$ cat src/rtl/sha256_round_ctrl.sv
// Sequencing controller for the SHA-256 compression datapath: loads H/working/W
// registers, steps 64 rounds per 512-bit block and presents the final digest.
module sha256_round_ctrl (
   input  logic       CLK,
   input  logic       RST,
   input  logic       abort,
   input  logic       blk_start,
   input  logic       blk_first,
   input  logic       blk_last,
   input  logic       word_valid,
   output logic       word_ready,
   output logic       iv_sel,
   output logic       h_ld,
   output logic       wk_init,
   output logic       wk_ld,
   output logic       w_sel,
   output logic       w_ld,
   output logic [5:0] round,
   output logic       busy,
   output logic       digest_valid,
   input  logic       digest_ready
);

   typedef enum logic [2:0] {
      S_IDLE, S_IV, S_LDWK, S_MSG, S_EXP, S_UPD, S_WAIT, S_DONE
   } state_t;

   state_t     r_state;
   state_t     w_nxt_state;
   logic [5:0] r_round;
   logic [5:0] w_nxt_round;
   logic       r_last_q;
   logic       w_nxt_last;

   // NOTE: state registers use non-blocking assignments so every flop samples
   // the pre-edge values; blocking here would create order-dependent races.
   always_ff @(posedge CLK or posedge RST) begin
      if (RST) begin
         r_state  <= S_IDLE;
         r_round  <= 6'd0;
         r_last_q <= 1'b0;
      end else begin
         r_state  <= w_nxt_state;
         r_round  <= w_nxt_round;
         r_last_q <= w_nxt_last;
      end
   end

   // NOTE: every signal driven here gets a default first, so no path through
   // the case statement can leave one unassigned and infer a latch.
   always_comb begin
      w_nxt_state  = r_state;
      w_nxt_round  = r_round;
      w_nxt_last   = r_last_q;
      word_ready   = 1'b0;
      iv_sel       = 1'b0;
      h_ld         = 1'b0;
      wk_init      = 1'b0;
      wk_ld        = 1'b0;
      w_sel        = 1'b0;
      w_ld         = 1'b0;
      digest_valid = 1'b0;

      case (r_state)
         S_IDLE, S_WAIT: begin
            if (blk_start) begin
               w_nxt_last  = blk_last;
               w_nxt_state = blk_first ? S_IV : S_LDWK;
            end
         end
         S_IV: begin
            h_ld        = 1'b1;
            iv_sel      = 1'b1;
            w_nxt_state = S_LDWK;
         end
         S_LDWK: begin
            wk_ld       = 1'b1;
            wk_init     = 1'b1;
            w_nxt_round = 6'd0;
            w_nxt_state = S_MSG;
         end
         S_MSG: begin
            // Without a valid word every enable stays low and the round holds.
            word_ready = 1'b1;
            if (word_valid) begin
               w_ld        = 1'b1;
               wk_ld       = 1'b1;
               w_nxt_round = r_round + 6'd1;
               if (r_round == 6'd15) w_nxt_state = S_EXP;
            end
         end
         S_EXP: begin
            w_ld        = 1'b1;
            w_sel       = 1'b1;
            wk_ld       = 1'b1;
            w_nxt_round = r_round + 6'd1;
            if (r_round == 6'd63) w_nxt_state = S_UPD;
         end
         S_UPD: begin
            h_ld        = 1'b1;
            w_nxt_round = 6'd0;
            w_nxt_state = r_last_q ? S_DONE : S_WAIT;
         end
         S_DONE: begin
            digest_valid = 1'b1;
            if (digest_ready) w_nxt_state = S_IDLE;
         end
         default: w_nxt_state = S_IDLE;
      endcase

      if (abort) begin
         word_ready   = 1'b0;
         iv_sel       = 1'b0;
         h_ld         = 1'b0;
         wk_init      = 1'b0;
         wk_ld        = 1'b0;
         w_sel        = 1'b0;
         w_ld         = 1'b0;
         digest_valid = 1'b0;
         w_nxt_state  = S_IDLE;
         w_nxt_round  = 6'd0;
      end
   end

   assign round = r_round;
   assign busy  = (r_state != S_IDLE);

endmodule

$ cat config.mk
export PLATFORM = sky130hd
export DESIGN_NAME = sha256_round_ctrl
export DESIGN_NICKNAME = d
export VERILOG_FILES = /design/src/rtl/sha256_round_ctrl.sv
export SDC_FILE = /design/constraint.sdc
export NUM_CORES = 1
export LEC_CHECK = 0
export ABC_AREA = 1
export BUFFER_PORTS_ARGS = -buffer_cell sky130_fd_sc_hd__buf_2
export CORE_AREA = 2 2 46 48
export CTS_CLUSTER_SIZE = 25
export DETAILED_ROUTE_END_ITERATION = 10
export DIE_AREA = 0 0 48 50
export GPL_TIMING_DRIVEN = 0
export PLACE_DENSITY = 0.71
export SYNTH_ARGS = -nofsm -noshare
export SYNTH_HDL_FRONTEND = slang
export SYNTH_SLANG_ARGS = --single-unit
$ cat constraint.sdc
create_clock -name CLK -period 1.37 [get_ports CLK]
set_input_delay 0.274 -clock CLK [delete_from_list [all_inputs] [get_ports CLK]]
set_output_delay 0.274 -clock CLK [all_outputs]
set_load 0.05 [all_outputs]
==> results of run 1 <==
-- registers in the layout (all words and copies together), names as in the netlist --
name and cells:
r_last_q 1, round 6, r_state 3
-- stage by stage --
| stage | hold WS [ns] | worst slack (ns) | area, µm² | power (mW) |
|---|---|---|---|---|
| 2_1_floorplan | 0.114 | -0.139 | 923 | 1.55 |
| 3_3_place_gp | 0.265 | -0.386 | 1070 | 1.79 |
| 3_5_place_dp | 0.268 | -0.397 | 1070 | 1.82 |
| 4_1_cts | 0.260 | -0.277 | 1390 | 2.64 |
| 5_1_grt | 0.263 | -0.412 | 1640 | 3.52 |
| 6_report | 0.263 | -0.335 | 1640 | 3.35 |
-- power by group through the flow --
stage          sequential (mW)  combinational (mW)  clock (mW)
2_1_floorplan            0.604               0.950           0
3_3_place_gp             0.495                1.29           0
3_5_place_dp             0.501                1.32           0
4_1_cts                  0.502                1.87       0.270
5_1_grt                  0.515                2.71       0.298
6_report                 0.505                2.58       0.273
-- area by class of cell --
| type | count | area [µm²] | area share (%) |
|---|---|---|---|
| multi-input cells | 99 | 751 | 45.7 |
| repair buffers | 48 | 445 | 27.1 |
| inverters | 17 | 82.6 | 5.03 |
| clock buffers | 4 | 36.3 | 2.21 |
| well taps | 27 | 33.8 | 2.06 |
| plain buffers | 3 | 37.5 | 2.29 |
| flip-flops and latches | 10 | 255 | 15.5 |
-- worst max-delay path, cell delays in order, from the launching register on --
cell	delay, ns
dfrtp_1	0.38
buf_6	0.14
nor2_4	0.17
nand2_2	0.10
nand2_4	0.10
nand2_4	0.07
nand2_8	0.06
buf_8	0.13
-- timing repair --
action	in CTS	in global routing
pin swaps	15	14
buffers inserted	14	11
endpoints found under the setup margin	13	19
hold endpoints to repair	10	0
resized for setup	46	39
hold buffers	1	0
-- cell families (layout without fill, tap and decap cells) --
group / Yosys count / in the layout / share of synthesized area [%]
simple gates: 87 / 87 / 46.8
flops: 10 / 10 / 30.8
buf+inv: 20 / 72 / 11.8
fa+ha+maj: 1 / 1 / 1.54
xor+xnor: 2 / 2 / 2.15
compound gates: 9 / 9 / 6.92
-- layout by cell type, fill, tap and decap left out, drive strengths merged --
cell type	Yosys	routed
buf	2	50
clkbuf	1	4
clkinvlp	0	1
dfrtp	10	10
dlygate4sd3	0	1
ha	1	1
inv	17	16
nand2	41	41
nand3	18	18
nand3b	1	1
nand4	1	1
nor2	24	24
nor3	2	2
o211ai	1	1
o21a	1	1
o21ai	6	6
o21bai	1	1
xnor2	1	1
xor2	1	1
-- path summary, 6_finish.rpt --
| path | start | endpoint |
|---|---|---|
| max in group asynchronous | RST | round[0] |
| hold reg to reg | round[1] | round[1] |
| setup / recovery | r_state[1] | wk_ld |
| min in group asynchronous | RST | r_state[1] |
| setup reg to reg | r_state[1] | r_state[0] |
| hold / removal | blk_last | r_last_q |
-- routing by layer --
| layer | GRT usage, % | vias up | routed length (µm) |
|---|---|---|---|
| met3 | 8.42 | 24 | 247 |
| met4 | 10.8 | 0 | 222 |
| met5 | 0 | - | 0 |
| met2 | 41.8 | 74 | 1920 |
| li1 | - | 514 | - |
| met1 | 29.6 | 544 | 1250 |
==> run_results.csv, run 1 <==
group,metric,value,unit
power_and_ir_drop,intPower,1.67,mW
cts,h-tree-depth,1,
yosys,synth_top_area_share,30.8,%
grt,overflow,0,
setup_path,cp.required,1.10,ns
run_status,violations,"setup timing",
route,drt_iter0_drc,39,
worst_hold_path,hold_depth,3,
route,routed_wl,3.64,mm
finish,final_nets,191,
grt,grt_pass1_wl,4.49,mm
setup_path,worstSetupPathType,"reg2out",
worst_hold_path,worstHoldPathType,"in2reg",
yosys,avgSynthCellArea,6.30,µm²
route,firstDrtPassIters,6,
finish,instances_no_fill,208,
setup_path,cp_max_fo,6,
sta,fin_tns_setup,-3.13,ns
yosys,synth_edf_count,0,
power_and_ir_drop,seqPwrFrac,15.0,%
setup_path,rrSetupSlack,-0.18,ns
power_and_ir_drop,ir_drop,1710,µV
route,remaining_drc_errors,0,
grt,grt_max_degree,11,
placed_design,dp_hpwl,1.55,mm
yosys,yosys.area.top_type,"dfrtp_1",
yosys,ys_ff_latch,10,
yosys,ys_seq_area_share,30.8,%
placed_design,port_buffers,22,
sta,finalHoldViolCount,0,
sta,timing.fmax,586,MHz
placed_design,gp_congestion,0.863,
power_and_ir_drop,p_clk_share,8.1,%
yosys,yosysMostFrequentCell,"nand2_1",
finish,fill_cells,90,
grt,antenna_found_initial,0,
grt,grt_pass1_vias,1055,
yosys,async_flop_share,100,%
finish,final_util,86.3,%
die,io_pins,23,
yosys,synth.area.top_cells,"dfrtp_1 (31%), nand2_1 (18%), nor2_1 (11%)",
cts,path_clk_slew,0.07,ns
die,die_x,48,µm
cts,clock_latency,0.28,ns
power_and_ir_drop,power_density,2040,nW/µm²
job,drv_cap,0,
cts,cts_inserted_buffers,3,
die,core,1900,µm²
setup_path,reg2reg_depth,10,
route,vias_per_cell,5.56,
finish,final_layout_size_suffix_gt1_share,57.5,%
finish,syn_to_final_growth,102,%
grt,track_usage,25.7,%
cts,clkSinkCount,10,
cts,cts_root_buf,"clkbuf_4",
yosys,synth_common_cells,"nand2_1 (38), nor2_1 (24), nand3_1 (16), inv_1 (15), dfrtp_1 (10)",
cts,cts_tree,"yes",
yosys,syn_area,813,µm²
die,initial_core_util,42.8,%
sta,finClkSkew,0.0107,ns
die,fp.dieArea,2400,µm²
power_and_ir_drop,net-switching-power,1.69,mW
die,row_count,16,
yosys,synthCells,129,
setup_path,cp-start-kind,"register",
sta,maxSlewViolCount,0,
yosys,synth.distinct_cells,24,
sta,finalCriticalPeriod,1.71,ns
yosys,syn-num-nets,138,
yosys,synthFlopType,"dfrtp_1",
setup_path,end_kind,"output port",
sta,rsz0062_at_grt,"true",
run_status,status,"complete, but fails checks",
sta,setup_ws,-0.335,ns
sta,relSlewSlack,74.3,%
sta,setup_viol,18,
power_and_ir_drop,leakagePower,0.826,nW
route,post_drt_wl_per_cell,17.5,µm
placed_design,placedCellCount,178,
die,die_h,50,µm
power_and_ir_drop,pwr-share-comb,76.8,%
sta,tightest_slew,0.386,ns
route,ant_nets,0,
sta,min_period_over_period,124,%
route,vias,1156,
power_and_ir_drop,p_sw_share,50.3,%
setup_path,cp_data_arrival_time,1.43,ns
finish,antenna_cells,0,
yosys,yosysWarnings,0,
cts,clockBufferDepth,2,
Power figures use the tool's default switching activity.
==> run 2, diff against run 1 <==
--- a/config.mk
+++ b/config.mk
@@ -5,12 +5,12 @@
 export SDC_FILE = /design/constraint.sdc
 export NUM_CORES = 1
 export LEC_CHECK = 0
-export ABC_AREA = 1
 export BUFFER_PORTS_ARGS = -buffer_cell sky130_fd_sc_hd__buf_2
-export CORE_AREA = 2 2 46 48
+export CORE_AREA = 2 2 44 46
+export CTS_CLUSTER_DIAMETER = 150
 export CTS_CLUSTER_SIZE = 25
 export DETAILED_ROUTE_END_ITERATION = 10
-export DIE_AREA = 0 0 48 50
+export DIE_AREA = 0 0 46 48
 export GPL_TIMING_DRIVEN = 0
 export PLACE_DENSITY = 0.71
 export SYNTH_ARGS = -nofsm -noshare
==> run_results.csv, run 2 <==
group,metric,value,unit
cts,path_clk_slew,0.07,ns
finish,syn_to_final_growth,80.9,%
route,post_drt_wl_per_cell,16.5,µm
yosys,yosys.area.top_type,"dfrtp_1",
yosys,ys_seq_area_share,34.1,%
setup_path,cp_data_arrival_time,1.89,ns
yosys,synth_common_cells,"dfrtp_1 (10), nand3_1 (5), nor2_1 (5), o21ai_0 (5), a21oi_1 (4)",
setup_path,end_kind,"register",
route,vias,842,
finish,seqCellArea,259,µm²
setup_path,cp_max_fo,8,
placed_design,dp_slack,-0.283,ns
placed_design,dp_hpwl,1.32,mm
yosys,ys_ff_latch,10,
power_and_ir_drop,p_sw_share,46.1,%
die,io_pins,23,
sta,finalCriticalPeriod,1.71,ns
finish,largest_reg_flops,6,
cts,cts_root_buf,"clkbuf_4",
yosys,synthCells,81,
route,ant_nets,0,
power_and_ir_drop,net-switching-power,1.23,mW
power_and_ir_drop,pwr-share-comb,71.8,%
placed_design,placedCellCount,119,
finish,final_nets,133,
run_status,violations,"setup timing",
finish,layout_common_cells,"buf_6 (14), buf_2 (13), buf_4 (11)",
sta,tightest_slew,0.401,ns
setup_path,cp-start-kind,"register",
setup_path,crit_path_start,"r_state[2]",
sta,maxSlewViolCount,0,
finish,multi_input_area,632,µm²
die,core,1690,µm²
yosys,avgSynthCellArea,9.07,µm²
cts,clockBufferDepth,2,
cts,cts_tree,"yes",
power_and_ir_drop,intPower,1.43,mW
yosys,synth_edf_count,0,
power_and_ir_drop,power_density,2000,nW/µm²
die,initial_core_util,43.5,%
run_status,status,"complete, but fails checks",
grt,track_usage,20.8,%
yosys,yosysWarnings,0,
sta,rsz0062_at_grt,"true",
yosys,yosysMostFrequentCell,"dfrtp_1",
grt,grt_pass1_wl,3.27,mm
yosys,synth.area.top_cells,"dfrtp_1 (34%), a22o_1 (3.6%), nand3_1 (3.4%)",
die,die_x,46,µm
finish,antenna_cells,0,
power_and_ir_drop,seqPwrFrac,18.5,%
setup_path,r2r-start,"r_state[2]",
power_and_ir_drop,p_clk_share,9.7,%
sta,timing.fmax,586,MHz
cts,cts_inserted_buffers,3,
yosys,async_flop_share,100,%
grt,antenna_found_initial,0,
power_and_ir_drop,ir_drop,1340,µV
setup_path,worstSetupPathType,"reg2reg",
yosys,synth.distinct_cells,36,
sta,min_period_over_period,124,%
yosys,syn_area,734,µm²
cts,clkSinkCount,10,
job,drv_cap,0,
finish,final_common_cell,"buf_6",
finish,instances_no_fill,140,
grt,overflow,0,
sta,setup_ws,-0.336,ns
die,row_count,15,
sta,finalHoldViolCount,0,
finish,final_layout_size_suffix_gt1_share,66.7,%
sta,holdWs,0.257,ns
finish,final_area,1330,µm²
die,die_h,48,µm
sta,setup_viol,19,
worst_hold_path,worstHoldPathType,"in2reg",
cts,h-tree-depth,1,
route,vias_per_cell,6.01,
grt,grt_max_degree,11,
yosys,synthFlopType,"dfrtp_1",
finish,final_util,78.7,%
placed_design,gp_congestion,0.888,
route,drt_iter0_drc,9,
yosys,synth_top_area_share,34.1,%
route,remaining_drc_errors,0,
yosys,syn-num-nets,90,
cts,clock_latency,0.26,ns
placed_design,port_buffers,21,
die,fp.dieArea,2210,µm²
route,routed_wl,2.31,mm
grt,grt_pass1_vias,719,
worst_hold_path,min-delay-start,"blk_last",
sta,relSlewSlack,73.3,%
route,firstDrtPassIters,4,
placed_design,place_area,991,µm²
power_and_ir_drop,leakagePower,0.569,nW
setup_path,cp.required,1.56,ns
finish,fill_cells,110,
sta,finClkSkew,0.00130,ns
[run 2: critical path: stages, from the launching register on]
cell and delay [ns]:
dfrtp_2 0.46, buf_6 0.14, nor2b_4 0.18, a211oi_4 0.11, buf_4 0.16, buf_6 0.12, or3_1 0.33, a21oi_2 0.13
[run 2: timing repair]
action | 4_1_cts | 5_1_grt
resized for setup | 29 | 12
pin swaps | 2 | 13
endpoints found under the setup margin | 19 | 19
setup buffers | 8 | 8
hold buffers | 1 | 0
endpoints found under the hold margin | 10 | 0
[run 2: per-stage QoR]
stage	total power [mW]	setup TNS, ns
floorplan	1.56	-0.568
global placement	1.77	-1.37
detailed placement	1.79	-1.65
CTS	2.39	-3.74
global route	2.79	-5.38
finish	2.66	-4.48
[run 2: layout make-up]
class	instances	area share (%)
Sequential cell	10	19.5
Timing Repair Buffer	38	23.9
Multi-Input combinational cell	63	47.6
Inverter	4	1.13
Clock buffer	4	2.73
Tap cell	17	1.60
Buffer	4	3.58
[run 2: kinds of logic after synthesis]
logic type	after synthesis	share of synthesized area, %
compound gates	27	28.3
fa+ha+maj	1	1.70
buf+inv	8	5.45
flops	10	34.1
mux	3	4.60
simple gates	32	25.9
[run 2: power by group through the flow]
stage | clock, mW | combinational [mW] | sequential, mW
2_1_floorplan | 0 | 1.01 | 0.554
3_3_place_gp | 0 | 1.29 | 0.478
3_5_place_dp | 0 | 1.30 | 0.483
4_1_cts | 0.266 | 1.65 | 0.480
5_1_grt | 0.287 | 2.01 | 0.502
6_report | 0.259 | 1.91 | 0.491
[run 2: final timing paths]
check | end | slack (ns) | depth (start not counted)
max in group asynchronous | round[5] | 0.56 | 3
max reg2reg | round[4] | -0.34 | 7
min reg2reg | r_last_q | 0.50 | 1
max | round[4] | -0.34 | 7
min | r_last_q | 0.26 | 2
min in group asynchronous | r_state[1] | 0.52 | 3
[run 2: routing by layer]
metal	vias to the layer above	global-route usage (%)	routed length, µm
met5	-	0	0
met4	0	10.9	51
met3	8	1.89	115
met2	34	35.3	1230
met1	411	26.4	904
li1	389	-	-
